<file path="src/rtl/nano_loader_pkg.sv">
// Shared types and constants for the imem_loader boot memory.
// State encoding, frame field widths and the default fetch filler word.
package nano_loader_pkg;

    typedef enum logic [2:0] {
        IDLE,
        LOAD,
        CHECK,
        RUN,
        ERROR
    } state_e;

    localparam int BYTE_W = 8;
    localparam int WORD_W = 32;
    localparam int LANE_W = 2;
    localparam int CNT_W  = 8;

    localparam logic [WORD_W-1:0] NOP_WORD_DEF = 32'h0000_0013;

endpackage

</file>
<file path="src/rtl/loader_ram.sv">
// DEPTH x 32 instruction store: one synchronous write port, one async read port.
// Contents are intentionally not reset so a reload only touches written words.
module loader_ram
    import nano_loader_pkg::*;
#(
    parameter int DEPTH = 32,
    parameter int AW    = 5
) (
    input  logic              clk_i,
    input  logic              we_i,
    input  logic [AW-1:0]     waddr_i,
    input  logic [WORD_W-1:0] wdata_i,
    input  logic [AW-1:0]     raddr_i,
    output logic [WORD_W-1:0] rdata_o
);

    logic [WORD_W-1:0] mem_q [DEPTH];

    always_ff @(posedge clk_i) begin
        if (we_i) begin
            mem_q[waddr_i] <= wdata_i;
        end
    end

    assign rdata_o = mem_q[raddr_i];

endmodule

</file>
<file path="src/rtl/imem_loader.sv">
// Boot loader + instruction memory: unpacks a framed byte stream, then serves fetches.
// Define IMEM_LOADER_CHECKSUM_EN to require a trailing XOR checksum byte.
module imem_loader
    import nano_loader_pkg::*;
#(
    parameter int                DEPTH    = 32,
    parameter logic [WORD_W-1:0] NOP_WORD = NOP_WORD_DEF
) (
    input  logic              clk_i,
    input  logic              rst_n_i,
    input  logic [BYTE_W-1:0] rx_data_i,
    input  logic              rx_valid_i,
    output logic              rx_ready_o,
    input  logic [31:0]       i_addr_i,
    input  logic              i_rd_i,
    output logic [WORD_W-1:0] i_data_o,
    output logic              core_rst_n_o,
    output logic              load_done_o,
    output logic              err_o
);

    localparam int AW = (DEPTH > 1) ? $clog2(DEPTH) : 1;
    localparam int IW = AW + 1;

    state_e            state_q, state_d;
    logic [IW-1:0]     idx_q, idx_d;
    logic [LANE_W-1:0] lane_q, lane_d;
    logic [23:0]       stage_q, stage_d;
    logic [CNT_W-1:0]  cnt_q, cnt_d;
    logic              done_q, done_d;
    logic              err_q, err_d;
`ifdef IMEM_LOADER_CHECKSUM_EN
    logic [BYTE_W-1:0] csum_q, csum_d;
`endif

    logic              accept;
    logic              we;
    logic [WORD_W-1:0] wdata;
    logic [WORD_W-1:0] rdata;
    logic              unused_fetch;

    assign rx_ready_o = (state_q == IDLE) || (state_q == LOAD) ||
                        (state_q == CHECK);
    assign accept     = rx_valid_i && rx_ready_o;
    assign wdata      = {rx_data_i, stage_q};

    always_comb begin
        state_d = state_q;
        idx_d   = idx_q;
        lane_d  = lane_q;
        stage_d = stage_q;
        cnt_d   = cnt_q;
        we      = 1'b0;
`ifdef IMEM_LOADER_CHECKSUM_EN
        csum_d  = csum_q;
`endif
        unique case (state_q)
            IDLE: begin
                if (accept) begin
                    if (rx_data_i == '0 || int'(rx_data_i) > DEPTH) begin
                        state_d = ERROR;
                    end else begin
                        state_d = LOAD;
                        idx_d   = '0;
                        lane_d  = '0;
                        cnt_d   = rx_data_i;
`ifdef IMEM_LOADER_CHECKSUM_EN
                        csum_d  = '0;
`endif
                    end
                end
            end
            LOAD: begin
                if (accept) begin
`ifdef IMEM_LOADER_CHECKSUM_EN
                    csum_d = csum_q ^ rx_data_i;
`endif
                    lane_d = lane_q + 2'd1;
                    unique case (lane_q)
                        2'd0: stage_d[7:0]   = rx_data_i;
                        2'd1: stage_d[15:8]  = rx_data_i;
                        2'd2: stage_d[23:16] = rx_data_i;
                        default: begin
                            we    = 1'b1;
                            idx_d = idx_q + 1'b1;
                            if (int'(idx_q) == int'(cnt_q) - 1) begin
`ifdef IMEM_LOADER_CHECKSUM_EN
                                state_d = CHECK;
`else
                                state_d = RUN;
`endif
                            end
                        end
                    endcase
                end
            end
`ifdef IMEM_LOADER_CHECKSUM_EN
            CHECK: begin
                if (accept) begin
                    state_d = (rx_data_i == csum_q) ? RUN : ERROR;
                end
            end
`endif
            RUN:     state_d = RUN;
            ERROR:   state_d = ERROR;
            default: state_d = ERROR;
        endcase
        done_d = (state_d == RUN);
        err_d  = (state_d == ERROR);
    end

    always_ff @(posedge clk_i or negedge rst_n_i) begin
        if (!rst_n_i) begin
            state_q <= IDLE;
            idx_q   <= '0;
            lane_q  <= '0;
            stage_q <= '0;
            cnt_q   <= '0;
            done_q  <= 1'b0;
            err_q   <= 1'b0;
`ifdef IMEM_LOADER_CHECKSUM_EN
            csum_q  <= '0;
`endif
        end else begin
            state_q <= state_d;
            idx_q   <= idx_d;
            lane_q  <= lane_d;
            stage_q <= stage_d;
            cnt_q   <= cnt_d;
            done_q  <= done_d;
            err_q   <= err_d;
`ifdef IMEM_LOADER_CHECKSUM_EN
            csum_q  <= csum_d;
`endif
        end
    end

    loader_ram #(
        .DEPTH(DEPTH),
        .AW   (AW)
    ) u_ram (
        .clk_i  (clk_i),
        .we_i   (we),
        .waddr_i(idx_q[AW-1:0]),
        .wdata_i(wdata),
        .raddr_i(i_addr_i[AW+1:2]),
        .rdata_o(rdata)
    );

    // Fetch strobe and byte offset carry no information for a word-wide read.
    assign unused_fetch = ^{i_rd_i, i_addr_i[1:0]};

    assign i_data_o     = (int'(i_addr_i[31:2]) < DEPTH &&
                           i_addr_i[31] == 1'b0) ? rdata : NOP_WORD;
    assign core_rst_n_o = done_q;
    assign load_done_o  = done_q;
    assign err_o        = err_q;

endmodule

</file>
<file path="config.mk">
export PLATFORM = sky130hd
export DESIGN_NAME = imem_loader
export DESIGN_NICKNAME = d
export VERILOG_FILES = /design/src/rtl/nano_loader_pkg.sv /design/src/rtl/loader_ram.sv /design/src/rtl/imem_loader.sv
export SDC_FILE = /design/constraint.sdc
export NUM_CORES = 1
export LEC_CHECK = 0
export CAP_MARGIN = 5
export CORE_UTILIZATION = 45
export DETAILED_ROUTE_END_ITERATION = 10
export SYNTH_ARGS = -nofsm -noshare
export SYNTH_HDL_FRONTEND = slang
export SYNTH_SLANG_ARGS = --single-unit
</file>
<file path="constraint.sdc">
create_clock -name clk_i -period 4.2 [get_ports clk_i]
set_input_delay 0.63 -clock clk_i [delete_from_list [all_inputs] [get_ports clk_i]]
set_output_delay 0.63 -clock clk_i [all_outputs]
set_load 0.05 [all_outputs]
</file>
# Yosys cells after proc, flatten, opt, wreduce, memory -nomap -nowiden

Memories as Yosys holds them, arrays and structs flattened.
Cells that the tools add are included.

Memory bits (writable): 1024
Memories: 1
Output and inout port bits: 36
Register bits after elaboration: 45
Input port bits: 44
Logic and storage cells: 66

$add $sub $neg: 3
Bitwise operators: 2
Equal/unequal tests: 12
Multiplexer cells: 21
Magnitude comparators: 2
Reduce and logical (&&, ||, !) cells: 16

Memories:

| memory      | depth | width | rd ports | clocked after Yosys merged registers in | write ports | RTL line         | text |
|---|---|---|---|---|---|---|---|
| u_ram.mem_q | 32    | 32    | 1        | 0                                       | 1           | loader_ram.sv:17 | `logic [WORD_W-1:0] mem_q [DEPTH];` |

Operators with widths:

| kind                  | number |
|---|---|
| $mux W32              | 1 |
| $lt A30 B6 Y1 const B | 1 |
| $mux W6               | 4 |
| $mux W3               | 5 |
| $pmux W6 S2           | 1 |
| $reduce_and A3 Y1     | 4 |
| $eq A3 B2 Y1 const B  | 3 |
| $eq A7 B9 Y1          | 1 |
| $pmux W3 S3           | 1 |
| $sub A8 B1 Y9 const B | 1 |
| $gt A8 B6 Y1 const B  | 1 |
| $logic_not A8 Y1      | 1 |
| $ne A2 B2 Y1 const B  | 4 |
| $add A6 B1 Y6 const B | 1 |
| $mux W2               | 3 |
| $mux W1               | 5 |
| $reduce_and A5 Y1     | 1 |
| $pmux W2 S2           | 1 |
| $reduce_and A4 Y1     | 1 |
| $eq A3 B1 Y1 const B  | 1 |
| $eq A3 B3 Y1 const B  | 1 |
| $logic_not A3 Y1      | 1 |
| $logic_or A1 B1 Y1    | 3 |
| $reduce_or A3 Y1      | 1 |
| other kinds (7)       | 9 |

# Logic depth before layout (Yosys ltp)

Depth after elaboration: 8
Gate-level depth with buffers: 8
Gate-level depth less buffers: 7

# Hierarchy

Synthesis repeated with hierarchy kept, for this count alone.

Cells, all modules: 2447
Area, all modules: 42196.7 um^2

Modules (own cells, without submodules):

| module      | sequential area each (um^2) | times used | area an instance (um^2) | cells an instance |
|---|---|---|---|---|
| loader_ram  | 30749.5                     | 1          | 39844.5                 | 2228 |
| imem_loader | 1126.1                      | 1          | 2352.3                  | 219 |

# Least setup slack after synthesis

Ideal clock, no wire load.

Kind: in2out
Start: in i_addr_i[6]
End: out i_data_o[10]
Data required time: 3.570 ns
Arrival: 4.220 ns
Buffers on the path: 3
Stages on the path: 7
Slack: -0.650 ns
Path through: buf_2 > nand2b_1 > clkbuf_1 > clkbuf_1 > o22ai_1 > o22a_1 > a2111oi_0

Cells in the longest elaborated chain, start to end: 3
Elaborated cells on any way between the ends: 4
Those cells by class: 1 x order compare; 1 x mux; 1 x reduce/logical; 1 x memory

Ends and longest elaborated chain:

| item                | RTL line           | text |
|---|---|---|
| from (decl)         | imem_loader.sv:14  | `input logic [31:0] i_addr_i,` |
| $lt A30 B6 Y1       | imem_loader.sv:153 | `assign i_data_o = (int'(i_addr_i[31:2]) < DEPTH &&` |
| $logic_and A1 B1 Y1 | imem_loader.sv:153 |  |
| $mux W32 (*)        | imem_loader.sv:154 | `i_addr_i[31] == 1'b0) ? rdata : NOP_WORD;` |
| to (decl)           | imem_loader.sv:16  | `output logic [WORD_W-1:0] i_data_o,` |

Every way passes the cells marked *; elsewhere a longest branch is shown, timed or not.

# Final worst setup path

Start: in i_addr_i[30]
End: out i_data_o[23]

Cells in the longest elaborated chain, start to end: 3

Ends and longest elaborated chain:

| item                | RTL line |
|---|---|
| $lt A30 B6 Y1       | imem_loader.sv:153 |
| $logic_and A1 B1 Y1 | imem_loader.sv:153 |
| $mux W32            | imem_loader.sv:154 |

Every way passes these cells.

==> results_dict.tcl <==
set metrics [dict create \
    end_kind "output pin" \
    fin_crit_sh_pct 92.73 \
    place_area_um2 44760 \
    synth-async-reset-ratio_pct 4.210 \
    tns_ns 0 \
    drive_above_1_share_pct 31.02 \
    p_sw_mw 4.270 \
    arrival_ns 3.26 \
    ir_worst_vdd_v 0.0003320 \
    fin_cells 3320 \
    fmaxAchievable_mhz 256.8 \
    grt_util_all_layers_pct 22.28 \
    totalWireLength_um 100200 \
    max_stage_delay_ns 0.50 \
    die_area_um2 92140 \
    grt_pass1_wl_um 143600 \
    p_leak_nw 16.34 \
    post-route-min-period_ns 3.895 \
    pwr-share-comb_pct 3.2 \
    vias_per_cell 5.946 \
    p_clk_share_pct 43.5 \
    finish.net_count 2112 \
    place_inst 3130 \
    synthFlopType "edfxtp_1" \
    ys_seq_area_share_pct 77.90 \
    place_hpwl_um 56990 \
    synth_warnings 0 \
    area_growth_pct 17.92 \
    die_h_um 303.5 \
    cap_violations 0 \
    vias 19740 \
    status "finished, final reports clean" \
    drcViolationCount 0 \
    p_per_area_nw_per_um2 452.4 \
    worstSetupPathType "in -> out" \
    synth_cell_types 43 \
    internal_power_mw 17.56 \
    finalClockSkew_ns 0.03096 \
    synth_cells 1829 \
    core_area_um2 90010 \
    slew_headroom_pct 31.79 \
    clk_pin_slew_ns 0.07 \
    finalHoldViolations 0 \
    required_ns 3.57 \
    rsz0062_at_grt "false" \
    stdcell_area_um2 48250 \
    row_count 110 \
    h-tree-depth 3 \
    cts_resized 0 \
    seq_power_share_pct 53.3 \
    cts_sinks 1069 \
    finalPower_mw 21.83 \
    root_buffer "clkbuf_16" \
    worst_setup_path_start_kind "primary input" \
    firstDrtPassIters 7 \
    cts_tree "done" \
    diodes 0 \
    synth_largest_area_cell "edfxtp_1" \
    synth_area_per_cell_um2 22.37 \
    start_util_pct 45.46 \
    gp_congestion 0.7796 \
    tightest_slew_ns 1.023 \
    fill_cells 6924 \
    syn-cell-area_um2 40920 \
    crit_path_cell_trace "clkdlybuf4s50_1 > nor4_1 > and4_1 > nand4_1 > buf_4 > a2111oi_1 > buf_4 > buf_12" \
    synth_area_leaders "edfxtp_1, mux4_2, dfrtp_1, o22ai_1, mux2_2" \
    grt_pass1_vias 20400 \
    cts_buffers 102 \
    rr_worst_depth 7 \
    synth_nets 1882 \
    clkLatencyLatePin_ns 0.66 \
    clk_path_buf_depth 3 \
    worstReg2RegEnd "u_ram.mem_q[10][29]$_DFFE_PP_" \
    port_buffers 76 \
    rr_startpoint "state_q[2]$_DFF_PN0_" \
    worst-path-max-fanout 20 \
    ys_seq_elements 1069 \
    min_path_type "in -> async" \
    setup_violations 0 \
    cp_slowest_cell "a2111oi_1" \
    detail_route.wl_per_cell_um 30.19 \
    die_w_um 303.5 \
    synth-edff-count 1024 \
    grt_max_degree 57 \
    regToRegSetupSlack_ns 1.41 \
    detail-route-antenna-nets 0 \
    antenna_found_initial 2 \
    synth_top_area_share_pct 75.15 \
    cp_common_cell "buf_4" \
    overflow 0 \
    drv_slew 0 \
    drtIter0Drc 2139 \
    num_io_pins 80 \
    power_switching_share_pct 19.56 \
]
## registers in the layout, indices dropped and copies added (netlist names)
| register | flops |
|---|---|
| stage_q | 24 |
| err_o | 1 |
| u_ram.mem_q | 1024 |
| state_q | 3 |
| lane_q | 2 |
| cnt_q | 8 |
| idx_q | 6 |
| core_rst_n_o | 1 |
## area by class of cell
class	instances	area, um^2	area share (%)
timing repair buffer	227	2582	5.353
multi-input combinational	650	8805	18.25
clock inverter	55	651.9	1.351
inverter	9	33.78	0.07002
clock buffer	134	2828	5.861
sequential	1069	31880	66.07
tap	1176	1471	3.050
## layer usage
layer / share of wire [%] / wire length (um) / GRT usage [%]
met1: 42 / 41900 / 31.04
met5: 0 / 0 / 0
met2: 49 / 49230 / 36.06
met3: 6.5 / 6492 / 3.898
met4: 2.6 / 2592 / 6.952
## placed cells by master (no fill, tap or decap), types with 9 or more instances in the layout
master,n
edfxtp_1,1024
mux4_2,256
buf_4,122
clkbuf_16,106
o22ai_1,69
buf_12,61
dfrtp_1,45
clkdlybuf4s50_1,40
nor2_1,39
mux2_2,33
nor2_4,32
o21ai_0,31
mux2i_1,31
o22a_1,28
a2111oi_1,28
clkbuf_1,21
clkinv_1,20
bufinv_16,15
clkinv_2,14
nand2_1,13
inv_1,9
ha_1,9
## through the flow
step	setup WS (ns)	hold slack (ns)	utilization, %
3_3_place_gp	0.1742	0.4917	49.72
3_5_place_dp	0.2437	0.4955	49.72
4_1_cts	0.2124	0.4123	53.60
2_1_floorplan	0.02673	0.3344	-
5_1_grt	0.06019	0.4458	53.60
6_report	0.3053	0.4610	53.60
## Yosys cell counts, types with 2 or more instances
library cell  count
nand3_1           4
o22a_1           28
a221o_1           2
a31oi_1           4
or2_2             5
xor2_1            7
a21oi_1           3
dfrtp_1          45
nor4_1            6
mux2_2           33
or4_1             2
buf_4            17
o22ai_1          69
and2_1            4
nor3_1            4
o21ai_0          31
xnor2_1           5
ha_1              9
clkbuf_1         43
mux2i_1          31
nand2_1          13
inv_1             9
nand2b_1          5
buf_2            33
nor2_1           71
a2111oi_0        29
o31ai_1           3
o41ai_1           3
edfxtp_1       1024
nand3b_1          6
nand4_1           3
mux4_2          256
or3_1             5
buf_1             8
## critical path: cells and delay by family
kind / cells / cell delay, ns
buffers and inverters: 4 / 1.23
AND/OR/NAND/NOR: 3 / 0.89
AO/OA/AOI/OAI: 1 / 0.50
## power by group through the flow
stage	sequential (mW)	combinational, mW	clock, mW
final	11.6	0.705	9.49
after floorplan	11.8	0.431	0
after CTS	11.6	0.715	9.65
after global routing	11.6	0.753	10.0
after global placement	11.9	0.706	0
after detailed placement	11.9	0.714	0
## cell families (layout without fill, tap and decap cells)
logic type / Yosys count / after routing / share of synthesized area, %
flops: 1069 / 1069 / 77.90
simple gates: 133 / 133 / 1.535
fa+ha+maj: 9 / 9 / 0.2752
mux: 320 / 320 / 15.76
buf+inv: 110 / 425 / 1.266
compound gates: 176 / 176 / 3.006
xor+xnor: 12 / 12 / 0.2569
## what timing repair did
action                                 4_1_cts  5_1_grt
buffers inserted                             0        0
hold buffers                                 1        0
endpoints found under the hold margin       10        0
setup endpoints to repair                    0        0
## how the worst max path moves through the flow
| stage | depth (start not counted) | start | end |
|---|---|---|---|
| final | 8 | i_addr_i[30] | i_data_o[23] |
| after global routing | 8 | i_addr_i[31] | i_data_o[23] |
| after CTS | 8 | i_addr_i[30] | i_data_o[23] |
| after detailed placement | 8 | i_addr_i[30] | i_data_o[23] |
| after global placement | 8 | i_addr_i[30] | i_data_o[23] |
| after floorplan | 7 | i_addr_i[6] | i_data_o[10] |
Power figures use the tool's default switching activity.
